File: src/rtl/regdump_pkg.sv
// Shared constants and FSM state encoding for the register-file dump sequencer.
// Default regfile geometry is exported for other regfile users.
package regdump_pkg;

    localparam int unsigned REGDUMP_ADDR_W = 5;
    localparam int unsigned REGDUMP_DATA_W = 32;

    // Dump sequencer states; ST_CSUM is only reachable with REGDUMP_CHECKSUM_EN defined.
    typedef enum logic [2:0] {
        ST_IDLE,
        ST_LOAD,
        ST_SEND,
        ST_CSUM,
        ST_FIN
    } regdump_state_t;

endpackage

File: src/rtl/regfile_dump.sv
// regfile_dump: read-side sequencer that walks FIRST_REG..LAST_REG through one
// combinational regfile read port and streams each word out on valid/ready,
// tagged with its address.
// Optional feature: define REGDUMP_CHECKSUM_EN to append an XOR checksum word
// (address all-ones, out_last=1) after the LAST_REG word.
module regfile_dump
    import regdump_pkg::*;
#(
    parameter int unsigned ADDR_W    = REGDUMP_ADDR_W,
    parameter int unsigned DATA_W    = REGDUMP_DATA_W,
    parameter int unsigned FIRST_REG = 0,
    parameter int unsigned LAST_REG  = 31
) (
    input  logic              clk,
    input  logic              rst_n,
    input  logic              start,
    output logic              busy,
    output logic              done,
    output logic [ADDR_W-1:0] ra,
    input  logic [DATA_W-1:0] rd,
    output logic              out_valid,
    input  logic              out_ready,
    output logic [DATA_W-1:0] out_data,
    output logic [ADDR_W-1:0] out_addr,
    output logic              out_last
);

    localparam logic [ADDR_W-1:0] FIRST_A = ADDR_W'(FIRST_REG);
    localparam logic [ADDR_W-1:0] LAST_A  = ADDR_W'(LAST_REG);

`ifdef REGDUMP_CHECKSUM_EN
    localparam bit CSUM_EN = 1'b1;
`else
    localparam bit CSUM_EN = 1'b0;
`endif

    regdump_state_t    state;
    regdump_state_t    state_nxt;
    logic [ADDR_W-1:0] cnt;
    logic              hs;
    logic              at_last;

`ifdef REGDUMP_CHECKSUM_EN
    logic [DATA_W-1:0] acc;
`endif

    assign ra      = cnt;
    assign hs      = out_valid && out_ready;
    // Termination is by compare so LAST_REG == 2**ADDR_W-1 never relies on wrap.
    assign at_last = (cnt == LAST_A);

    // State register.
    always_ff @(posedge clk or negedge rst_n) begin
        if (!rst_n) begin
            state <= ST_IDLE;
        end else begin
            state <= state_nxt;
        end
    end

    // Next-state logic: one LOAD per word, SEND waits for the handshake.
    always_comb begin
        state_nxt = state;
        case (state)
            ST_IDLE: if (start) state_nxt = ST_LOAD;
            ST_LOAD: state_nxt = ST_SEND;
            ST_SEND: begin
                if (hs) begin
                    if (!at_last) begin
                        state_nxt = ST_LOAD;
                    end else begin
`ifdef REGDUMP_CHECKSUM_EN
                        state_nxt = ST_CSUM;
`else
                        state_nxt = ST_FIN;
`endif
                    end
                end
            end
`ifdef REGDUMP_CHECKSUM_EN
            ST_CSUM: if (hs) state_nxt = ST_FIN;
`endif
            ST_FIN:  state_nxt = ST_IDLE;
            default: state_nxt = ST_IDLE;
        endcase
    end

    // Datapath and registered outputs: capture in LOAD, hold through SEND.
    always_ff @(posedge clk or negedge rst_n) begin
        if (!rst_n) begin
            cnt       <= FIRST_A;
            busy      <= 1'b0;
            done      <= 1'b0;
            out_valid <= 1'b0;
            out_data  <= '0;
            out_addr  <= '0;
            out_last  <= 1'b0;
`ifdef REGDUMP_CHECKSUM_EN
            acc       <= '0;
`endif
        end else begin
            done <= 1'b0;
            case (state)
                ST_IDLE: begin
                    if (start) begin
                        cnt  <= FIRST_A;
                        busy <= 1'b1;
`ifdef REGDUMP_CHECKSUM_EN
                        acc  <= '0;
`endif
                    end
                end
                ST_LOAD: begin
                    out_data  <= rd;
                    out_addr  <= cnt;
                    out_valid <= 1'b1;
                    out_last  <= at_last && !CSUM_EN;
                end
                ST_SEND: begin
                    if (hs) begin
                        out_valid <= 1'b0;
                        if (!at_last) begin
                            cnt <= cnt + ADDR_W'(1);
                        end
`ifdef REGDUMP_CHECKSUM_EN
                        acc <= acc ^ out_data;
                        // Checksum word is presented straight from the final handshake,
                        // folding the last data word in on the way.
                        if (at_last) begin
                            out_data  <= acc ^ out_data;
                            out_addr  <= '1;
                            out_last  <= 1'b1;
                            out_valid <= 1'b1;
                        end
`endif
                    end
                end
`ifdef REGDUMP_CHECKSUM_EN
                ST_CSUM: begin
                    if (hs) out_valid <= 1'b0;
                end
`endif
                ST_FIN: begin
                    done <= 1'b1;
                    busy <= 1'b0;
                end
                default: ;
            endcase
        end
    end

endmodule
File: config.mk
export PLATFORM = sky130hd
export DESIGN_NAME = regfile_dump
export DESIGN_NICKNAME = d
export VERILOG_FILES = /design/src/rtl/regdump_pkg.sv /design/src/rtl/regfile_dump.sv
export SDC_FILE = /design/constraint.sdc
export NUM_CORES = 1
export LEC_CHECK = 0
export BUFFER_PORTS_ARGS = -buffer_cell sky130_fd_sc_hd__clkbuf_2
export CELL_PAD_IN_SITES_DETAIL_PLACEMENT = 0
export CELL_PAD_IN_SITES_GLOBAL_PLACEMENT = 2
export CORE_ASPECT_RATIO = 0.7
export CORE_UTILIZATION = 30
export DETAILED_ROUTE_END_ITERATION = 7
export PLACE_DENSITY_LB_ADDON = 0.1
export SYNTH_ARGS = -nofsm -noshare
export SYNTH_HDL_FRONTEND = slang
export SYNTH_SLANG_ARGS = --single-unit
export TNS_END_PERCENT = 1
File: constraint.sdc
create_clock -name clk -period 2 [get_ports clk]
set_clock_uncertainty 0.05 [all_clocks]
set_input_delay 0.3 -clock clk [delete_from_list [all_inputs] [get_ports clk]]
set_output_delay 0.3 -clock clk [all_outputs]
set_load 0.05 [all_outputs]
==> key figures <==
Logic synthesis
  • Fraction of registers with async set or reset after synthesis: between 90% and 100%
  • Register area share after synthesis: between 60% and 70%
  • Area leader, netlist: dfrtp_1
  • Syn avg cell area: 15.1 um^2
  • Synth Net Count: 166
  • Post-Synthesis Cells: approximately 130
  • Most frequent cell after synthesis: dfrtp_1
  • Distinct cell type count after synthesis: 27
  • #FFs+latches synth: 49
  • Synth Warn #: 0
  • Ranking of synthesized cells by area: dfrtp_1 (64%), mux2_2 (21%), ha_1 (1.3%)
  • Commonest cells post-synth: dfrtp_1 (49), mux2_2 (36), buf_2 (4), inv_1 (4), nand2_1 (4)
  • Post-synth EDFFs: 0
  • Most common flop cell mapped by yosys: dfrtp_1
  • Mapped Area: approximately 1900 um^2
  • Top cell type's share of synthesized area: a little under two thirds

Global routing
  • Global-route wire length before repair: 7270 um
  • Antenna violations before repair: 0
  • Vias in the first global route: 1437
  • Gr ovfl total: 0
  • Largest net degree at the start of global routing: 29
  • Gr usage total: between 10 and 15%

Floorplan
  • Row cnt: 24
  • Die X: 97.9 um
  • Die Y: a little under 70 um
  • Initial core utilization: 31.1%
  • Die Area: just under 7000 um^2
  • CORE AREA: 6220 um^2
  • I/O pin count: just over 80

Critical path
  • Slowest-stage cell, CP: dfrtp_1
  • Element type at the critical path start: flop
  • CP arrival: ~2100 ps
  • Setup crit end kind: flop
  • Critical Path Source: ra[0]
  • Critical Path RT: between 2000 and 2500 ps
  • Crit path kind: flop to flop
  • Kind of cell adding the most delay to the critical path: adder cells
  • Worst-path maximum fanout: 4
  • R2R depth: 6
  • Reg2reg setup slack: 90 ps
  • Reg2reg end: ra[1]
  • Worst-path cell chain: ha_1 -> and3_1 -> ha_1 -> nand3b_1 -> o21ai_4 -> mux2i_1
  • Worst R2R Start: ra[0]
  • Max incr delay on CP: 420 ps
  • Most used cell, CP: ha_1
  • Worst Path Buf+Inv: 0

Detailed routing
  • Via Count: 1378
  • Routed WL per cell: about 15 um
  • ANT nets after route: 0
  • DRC violations left: 3
  • DR iter-0 viols: 22
  • Vias/cell: 4.58
  • Routed wire length: 4420 um
  • First-pass DRT Iterations: 6

Cells and area
  • Share of layout cells above drive strength 1: 61.4%
  • Nets: 260
  • Area growth from synthesis to layout: 36.1%
  • Layout filler cell count: a little under 600
  • Final Core Density: 42.3%
  • # diodes: 0

Min path
  • Hold_sp: rd[28]
  • WHS Endpoint: out_data[28]
  • Hold Path Class: input pin to flop
  • Worst hold stages: 2

Clock network
  • Clock Pin Slew Worst Setup and Hold Paths: 90 ps
  • CTS tree: done
  • Root buffer cell: clkbuf_8
  • H-tree lvl count: 2
  • Clock latency on the worst-skew pair: around 300 ps
  • Sink Count: just under 50
  • Clk buf depth: 2
  • CTS buffer count: 5

STA
  • Worst-margin pin slew: 454 ps
  • Rel. slew slack: a little under 70%
  • Setup ws final: 94.7 ps
  • Setup TNS: 0 ps
  • Fin crit period: around 1900 ps
  • Final Hold Viols: 0
  • Final-report setup violation count: 0
  • Pins over their slew limit: 0
  • Period Utilization, post-route: ~95%
  • Fmax: roughly 520 MHz

Place
  • # port buffers: 81
  • Hpwl dp: roughly 3200 um
  • Routability congestion estimate from global placement: approximately 0.73
  • Dpl ws: ~110 ps

Run status
  • Failing checks: design-rule violations
  • Status: finished with violations

Run
  • Max Cap Viol: 0
[cell usage in the layout, fill, tap and decap left out, types with 2 or more instances in the layout]
cell,instances
clkbuf_2,81
dfrtp_1,48
mux2_2,36
buf_4,8
clkbuf_8,6
inv_1,4
nand2_1,4
nor2_1,3
nand3_1,3
mux2i_1,2
a21o_1,2
mux2_1,2
ha_1,2
[metal layers]
| layer | wire length [um] | share of wire [%] | track usage, % | vias up |
|---|---|---|---|---|
| li1 | - | - | - | 641 |
| met2 | 2090 | 47 | 21.6 | 52 |
| met3 | 271 | 6.1 | 4.97 | 9 |
| met1 | 1980 | 45 | 18.1 | 676 |
| met4 | 77 | 1.7 | 5.72 | 0 |
| met5 | 0 | 0 | 0 | - |
[registers in the layout, summed over array words and instances, names as in the netlist]
name / cells
done: 1
ra: 5
state: 3
out_last: 1
out_addr: 5
out_data: 32
out_valid: 1
busy: 1
[how the worst max path moves through the flow]
stage,endpoint,slack [ps],cells past startpoint
finish,ra[1],90,6
global route,ra[1],-40,6
CTS,ra[1],100,6
detailed placement,ra[1],110,6
global placement,ra[4],240,6
floorplan,ra[1],40,6
[logic make-up (layout without fill, tap and decap cells)]
kind of cell             after synthesis  in the layout  synth area share [%]
adder cells (fa/ha/maj)                2              2                  1.30
AND/OR/NAND/NOR                       21             21                  6.81
multiplexers                          40             40                  23.2
buffers and inverters                  8            103                  1.81
flip-flops                            49             49                  63.5
AO/OA/AOI/OAI                          8              8                  3.37
[what timing repair did]
action / in CTS / in global routing
resized for setup: 0 / 1
hold buffers: 1 / 0
setup buffers: 0 / 5
hold endpoints to repair: 15 / 0
endpoints found under the setup margin: 0 / 1
[through the flow]
step	std cells	instance area, um^2	hold slack [ps]
after floorplan	128	1930	-45.6
after global placement	287	2460	209
after detailed placement	287	2460	221
after CTS	296	2590	155
after global routing	301	2630	153
final	301	2630	169
[layout make-up]
cell class                 instances  area, um^2  share of cell area (%)
clock buffer                       7        86.3                    3.29
clock inverter                     1        30.0                    1.14
inverter                           4        15.0                   0.571
multi-input combinational         71         676                    25.7
sequential                        49        1230                    46.7
tap                               78        97.6                    3.71
timing repair buffer              91         495                    18.9
[worst register-to-register path, delay by kind of cell (launching register included)]
kind            cells  cell delay [ps]
fa+ha+maj           2              460
simple gates        2              390
compound gates      1              250
flops               1              420
mux                 1              250
Power is left out: the tool's default activity adds up to more than one toggle a clock period on the data nets, which glitch-free logic cannot reach.
